==> src/rtl/product_accumulator_if.sv <==
// Product stream in, group-sum stream out.
// Valid/ready handshake bundle for the MAC accumulate stage.
interface product_accumulator_if #(
  parameter int PW    = 64,
  parameter int CNT_W = 8
);
  logic                 in_valid;
  logic                 in_ready;
  logic signed [PW-1:0] in_product;
  logic                 in_last;
  logic                 out_valid;
  logic                 out_ready;
  logic signed [PW-1:0] out_sum;
  logic                 out_sat;
  logic [CNT_W-1:0]     out_count;

  modport master (
    output in_valid,
    output in_product,
    output in_last,
    output out_ready,
    input  in_ready,
    input  out_valid,
    input  out_sum,
    input  out_sat,
    input  out_count
  );

  modport slave (
    input  in_valid,
    input  in_product,
    input  in_last,
    input  out_ready,
    output in_ready,
    output out_valid,
    output out_sum,
    output out_sat,
    output out_count
  );
endinterface

==> src/rtl/product_accumulator.sv <==
// Saturating group accumulator for signed multiplier products.
// Groups close on in_last; the sum is held until out_ready.
module product_accumulator #(
  parameter int PW    = 64,
  parameter int CNT_W = 8
) (
  input logic                  clk,
  input logic                  rst,
  product_accumulator_if.slave bus
);

  typedef enum logic [1:0] {
    IDLE  = 2'd0,
    ACCUM = 2'd1,
    HOLD  = 2'd2
  } state_e;

  localparam logic [PW-1:0] SMAX =
    {1'b0, {(PW-1){1'b1}}};
  localparam logic [PW-1:0] SMIN =
    {1'b1, {(PW-1){1'b0}}};
  localparam logic [CNT_W-1:0] CMAX = '1;

  state_e           state_q, state_d;
  logic [PW-1:0]    acc_q, acc_d;
  logic [CNT_W-1:0] cnt_q, cnt_d;
  logic             satf_q, satf_d;

  logic             in_ready_q, in_ready_d;
  logic             out_valid_q, out_valid_d;
  logic [PW-1:0]    out_sum_q, out_sum_d;
  logic             out_sat_q, out_sat_d;
  logic [CNT_W-1:0] out_count_q, out_count_d;

  logic          beat;
  logic          hs;
  logic [PW:0]   sum_w;
  logic          ovf;
  logic [PW-1:0] sum_sat;

  assign beat = bus.in_valid & in_ready_q;
  assign hs   = out_valid_q & bus.out_ready;

  // One extra bit: overflow iff the top two bits differ
  assign sum_w = {acc_q[PW-1], acc_q}
               + {bus.in_product[PW-1], bus.in_product};
  assign ovf     = sum_w[PW] ^ sum_w[PW-1];
  assign sum_sat = ovf ? (sum_w[PW] ? SMIN : SMAX)
                       : sum_w[PW-1:0];

  always_ff @(posedge clk or posedge rst) begin
    if (rst) state_q <= IDLE;
    else     state_q <= state_d;
  end

  always_comb begin
    state_d = state_q;
    unique case (state_q)
      IDLE, ACCUM:
        if (beat) state_d = bus.in_last ? HOLD : ACCUM;
      HOLD:
        if (hs) state_d = IDLE;
      default:
        state_d = IDLE;
    endcase
  end

  always_comb begin
    acc_d  = acc_q;
    cnt_d  = cnt_q;
    satf_d = satf_q;
    if (beat) begin
      acc_d  = sum_sat;
      cnt_d  = (cnt_q == CMAX) ? cnt_q : cnt_q + 1'b1;
      satf_d = satf_q | ovf;
    end
    if (hs) begin
      acc_d  = '0;
      cnt_d  = '0;
      satf_d = 1'b0;
    end
  end

  // Outputs are registered from next state; zero outside HOLD
  always_comb begin
    in_ready_d  = (state_d != HOLD);
    out_valid_d = (state_d == HOLD);
    out_sum_d   = out_valid_d ? acc_d : '0;
    out_sat_d   = out_valid_d & satf_d;
    out_count_d = out_valid_d ? cnt_d : '0;
  end

  always_ff @(posedge clk or posedge rst) begin
    if (rst) begin
      acc_q       <= '0;
      cnt_q       <= '0;
      satf_q      <= 1'b0;
      in_ready_q  <= 1'b0;
      out_valid_q <= 1'b0;
      out_sum_q   <= '0;
      out_sat_q   <= 1'b0;
      out_count_q <= '0;
    end else begin
      acc_q       <= acc_d;
      cnt_q       <= cnt_d;
      satf_q      <= satf_d;
      in_ready_q  <= in_ready_d;
      out_valid_q <= out_valid_d;
      out_sum_q   <= out_sum_d;
      out_sat_q   <= out_sat_d;
      out_count_q <= out_count_d;
    end
  end

  assign bus.in_ready  = in_ready_q;
  assign bus.out_valid = out_valid_q;
  assign bus.out_sum   = out_sum_q;
  assign bus.out_sat   = out_sat_q;
  assign bus.out_count = out_count_q;

endmodule
==> src/flat_wrapper.sv <==
// flat-port wrapper written by rule: the top's interface ports become plain ports
module product_accumulator_flat 
#(
  parameter int PW    = 64,
  parameter int CNT_W = 8
)
  (clk, rst, bus_in_valid, bus_in_product, bus_in_last, bus_out_ready, bus_in_ready, bus_out_valid, bus_out_sum, bus_out_sat, bus_out_count);
  product_accumulator_if #(.PW(PW), .CNT_W(CNT_W)) bus_i ();
  input logic clk;
  input logic rst;
  input wire logic [$bits(bus_i.in_valid)-1:0] bus_in_valid;
  input wire logic [$bits(bus_i.in_product)-1:0] bus_in_product;
  input wire logic [$bits(bus_i.in_last)-1:0] bus_in_last;
  input wire logic [$bits(bus_i.out_ready)-1:0] bus_out_ready;
  output wire logic [$bits(bus_i.in_ready)-1:0] bus_in_ready;
  output wire logic [$bits(bus_i.out_valid)-1:0] bus_out_valid;
  output wire logic [$bits(bus_i.out_sum)-1:0] bus_out_sum;
  output wire logic [$bits(bus_i.out_sat)-1:0] bus_out_sat;
  output wire logic [$bits(bus_i.out_count)-1:0] bus_out_count;
  assign bus_i.in_valid = bus_in_valid;
  assign bus_i.in_product = bus_in_product;
  assign bus_i.in_last = bus_in_last;
  assign bus_i.out_ready = bus_out_ready;
  assign bus_in_ready = bus_i.in_ready;
  assign bus_out_valid = bus_i.out_valid;
  assign bus_out_sum = bus_i.out_sum;
  assign bus_out_sat = bus_i.out_sat;
  assign bus_out_count = bus_i.out_count;
  product_accumulator #(.PW(PW), .CNT_W(CNT_W)) u_core (.clk(clk), .rst(rst), .bus(bus_i));
endmodule
==> config.mk <==
export PLATFORM = sky130hd
export DESIGN_NAME = product_accumulator_flat
export DESIGN_NICKNAME = d
export VERILOG_FILES = /design/src/rtl/product_accumulator_if.sv /design/src/rtl/product_accumulator.sv /design/src/flat_wrapper.sv
export SDC_FILE = /design/constraint.sdc
export NUM_CORES = 1
export LEC_CHECK = 0
export CELL_PAD_IN_SITES_DETAIL_PLACEMENT = 1
export CELL_PAD_IN_SITES_GLOBAL_PLACEMENT = 1
export CORE_UTILIZATION = 40
export CTS_CLUSTER_SIZE = 30
export DETAILED_ROUTE_END_ITERATION = 16
export PLACE_DENSITY_LB_ADDON = 0.1
export SYNTH_ARGS = -nofsm -noshare
export SYNTH_HDL_FRONTEND = slang
export SYNTH_SLANG_ARGS = --single-unit
==> constraint.sdc <==
create_clock -name clk -period 14.2 [get_ports clk]
set_input_delay 4.26 -clock clk [delete_from_list [all_inputs] [get_ports clk]]
set_output_delay 4.26 -clock clk [all_outputs]
set_load 0.01 [all_outputs]
==> summary.md <==
| Metric | Value |
|---|---|
| Number of buffers and inverters on the critical path | 1 |
| Logic gate share of total power | 61.6% |
| Clk root buf | clkbuf_16 |
| Layout cells sized above 1 | 5.096% |
| Post-Synth XOR/XNOR Area | 5.308% |
| Max cap viols | 0 |
| NetSw | 0.001498 W |
| Worst setup margin | 5931 ps |
| Final-report setup violation count | 0 |
| TritonCTS clock tree | yes |
| Launching point of the worst reg2reg path | u_core.acc_q[0]$_DFF_PP0_ |
| Hold buffer count at cts | 0 |
| Leakage | 4.911 nW |
| Power Density | 263.9 nW/um2 |
| Initial core utilization | 41.11% |
| WHS Endpoint | u_core.state_q[0]$_DFF_PP0_ |
| CP required | 14480 ps |
| Largest net degree at the start of global routing | 84 |
| # clock sinks | 150 |
| Seq/Total Area, Yosys | 38.56% |
| Die ar. | 24970 um2 |
| Per-cell routed wire length | 20.08 um |
| GR Util All Layers | 25.25% |
| First-pass GRT wire length | 49240 um |
| Number of I/O port buffers | 143 |
| Post-synth EDFFs | 0 |
| Hold violation count in the final report | 0 |
| NumNets Final | 1319 |
| Initial antenna violation count | 0 |
| Routed vias | 8904 |
| Most common cell in the netlist | dfrtp_1 |
| CP Launch Type | primary input |
| Antenna-violating nets left | 0 |
| Ys async rst share | 100.0% |
| Main synth FF type | dfrtp_1 |
| Outcome | finished, final reports clean |
| Vias/cell | 5.873 |
| 1st-iter DRT viols | 365 |
| Drt drc | 0 |
| Post-Synth Adder-Cell Area | 8.559% |
| Mapped Area | 9736 um2 |
| Critical path's slowest cell | nand3b_4 |
| CP max FO | 61 |
| Hold Crit Start | u_core.state_q[1]$_DFF_PP0_ |
| Mapped Cells | 1085 |
| Synthesized flop and latch total | 150 |
| Part of the power in registers | 23.1% |
| Main combinational cell family by area after synthesis | compound AO/OA/AOI/OAI gates |
| # IOs | 144 |
| Later-pin clock latency in the skew report | 430 ps |
| Area delta synth->final | 22.14% |
| Synth top area cells | dfrtp_1 39%, a211oi_1 9.2%, ha_1 8.4%, nor2_1 5.2%, a21oi_1 4.7% |
| DP Worst Slack | 5544 ps |
| Sw Ratio | 47.74% |
| Post-placement cell count | 1484 |
| Vias in the first global route | 9280 |
| CP max stage delay | 750 ps |
| Synth Area in Simple Gates | 16.41% |
| Final hold slack | 477.5 ps |
| RePlAce Congestion | 0.8612 |
| Slew @ Worst Pin | 1271 ps |
| Detailed placer's ending HPWL | 22150 um |
| Worst setup EP type | flip-flop |
| PostCTS Resize Cnt | 0 |
| Worst r2r dst | u_core.bus.out_sum[62]$_DFF_PP0_ |
| Clk pwr share | 15.3% |
| Compound-cell area share of the yosys netlist | 26.45% |
| WL final | 30450 um |
| TritonCTS Buffers | 17 |
| Clk buf depth | 2 |
| Worst Hold Path Cells | 1 |
| Post-synth net total | 1220 |
| N_diodes | 0 |
| Multiplexer share of the synthesized area | 0.4113% |
| Flop-to-flop setup slack | 9860 ps |
| Setup TNS | 0 ps |
| Reg2reg path depth | 11 |
| Warning count from the yosys run | 0 |
| Post-CTS Repair Setup Buffers | 0 |
| CP Cell Sequence | clkdlybuf4s50_1, ha_1, fa_1, a211oi_1, o211ai_1, nand3_1, a211oi_2, or2_0, a31oi_4, o2111ai_1, nand3b_4, a211oi_1 |
| H-tree levels | 4 |
| Final Max Tran Viols | 0 |
| Clk_skew | 11.54 ps |
| F_max | 0.1209 GHz |
| Number of distinct library cells after synthesis | 72 |
| Relative slew slack | 14.95% |
| Delay-heaviest family, CP | compound AO/OA/AOI/OAI gates |
| Register area | 3754 um2 |
| Final worst-path cycle share | 58.23% |
| Gr ovfl total | 0 |
| Die Wd | 158.0 um |
| Core Region | 23680 um2 |
| Period minus WS final | 8269 ps |
| Worst vdd ir | 0.09375 mV |
| RSZ-0062 raised after global routing | no |
| Worst-path clk slew | 70 ps |
| Site Rows | 56 |
| Post-Layout Cell Count | 1516 |
| Yosys top cell by area | dfrtp_1 |
| Min-Delay Path Class | flip-flop to flip-flop |
| Fillers | 2749 |
| Setup CP Type | primary input to flip-flop |
| Critical Path Start | bus_in_product[0] |
| Initial DRT Pass Iterations | 4 |
| Commonest cells in the netlist | 150 x dfrtp_1, 135 x nor2_1, 119 x a211oi_1 |
| CP arrival | 8550 ps |
| Multi-input gate area | 5580 um2 |
| Avg Synthesized Cell Area | 8.973 um2 |
| Area share of the largest cell type after synthesis | 38.56% |
| Overall die height | 158.0 um |
| P_int | 0.001640 W |
| Crit-path most repeated cell | a211oi_1 |
[final cells by class]
cell class	instances	share of cell area, %
Clock inverter	15	1.547
Tap cell	319	3.356
Inverter	20	0.6734
Clock buffer	17	3.577
Sequential cell	150	31.57
Multi-Input combinational cell	847	46.93
Timing Repair Buffer	148	12.35
[flip-flops by register name, summed over array words and instances, names as in the netlist]
register              flops
u_core.state_q            2
u_core.bus.out_count      8
u_core.bus.in_ready       1
u_core.acc_q             64
u_core.bus.out_valid      1
u_core.satf_q             1
u_core.cnt_q              8
u_core.bus.out_sum       64
u_core.bus.out_sat        1
[per-layer routing]
| metal | GRT usage, % | wire, um | vias up |
|---|---|---|---|
| li1 | - | - | 4226 |
| met1 | 34.27 | 14560 | 4449 |
| met2 | 41.98 | 14360 | 193 |
| met5 | 0 | 0 | - |
| met3 | 3.367 | 1084 | 36 |
| met4 | 7.051 | 444 | 0 |
[power groups by stage]
stage / Sequential (W) / Clock, W / Combinational, W
after floorplan: 0.000756 / 0 / 0.00128
after global placement: 0.000727 / 0 / 0.00187
after detailed placement: 0.000730 / 0 / 0.00191
after CTS: 0.000725 / 0.000489 / 0.00193
after global routing: 0.000747 / 0.000505 / 0.00213
final: 0.000724 / 0.000481 / 0.00193
[how the worst max path moves through the flow]
| stage | end | cells after the start |
|---|---|---|
| 2_1_floorplan | u_core.acc_q[0]$_DFF_PP0_ | 1 |
| 3_3_place_gp | u_core.bus.out_sum[23]$_DFF_PP0_ | 12 |
| 3_5_place_dp | u_core.bus.out_sum[23]$_DFF_PP0_ | 12 |
| 4_1_cts | u_core.bus.out_sum[23]$_DFF_PP0_ | 12 |
| 5_1_grt | u_core.bus.out_sum[23]$_DFF_PP0_ | 12 |
| 6_report | u_core.bus.out_sum[62]$_DFF_PP0_ | 12 |
[layout by cell type, fill, tap and decap left out, types with 7 or more instances in the layout]
cell             count
dfrtp_1            150
clkdlybuf4s50_1    143
nor2_1             135
a211oi_1           119
a21oi_1             91
nand2_1             84
ha_1                65
o21ai_0             44
xnor2_1             33
nor3_1              28
xor2_1              26
nand4_1             25
nand3_1             23
a21o_1              20
inv_1               19
clkbuf_16           17
o211ai_1            14
a31oi_1             12
o21ai_1             11
o21a_1               7
o21bai_1             7
nor4_1               7
inv_6                7
[through the flow]
step | instance area [um2] | util [%] | total power (W)
final | 11890 | 50.21 | 0.003138
after global routing | 11890 | 50.21 | 0.003379
after CTS | 11890 | 50.21 | 0.003146
after detailed placement | 11280 | 47.64 | 0.002639
after global placement | 11280 | 47.64 | 0.002599
after floorplan | 9736 | - | 0.002036
[kinds of logic after synthesis]
group | after synthesis
AO/OA/AOI/OAI | 374
flip-flops | 150
XOR/XNOR | 59
buffers and inverters | 88
multiplexers | 4
adder cells (fa/ha/maj) | 66
AND/OR/NAND/NOR | 344
Note: power is estimated with default switching activity, not from simulation.
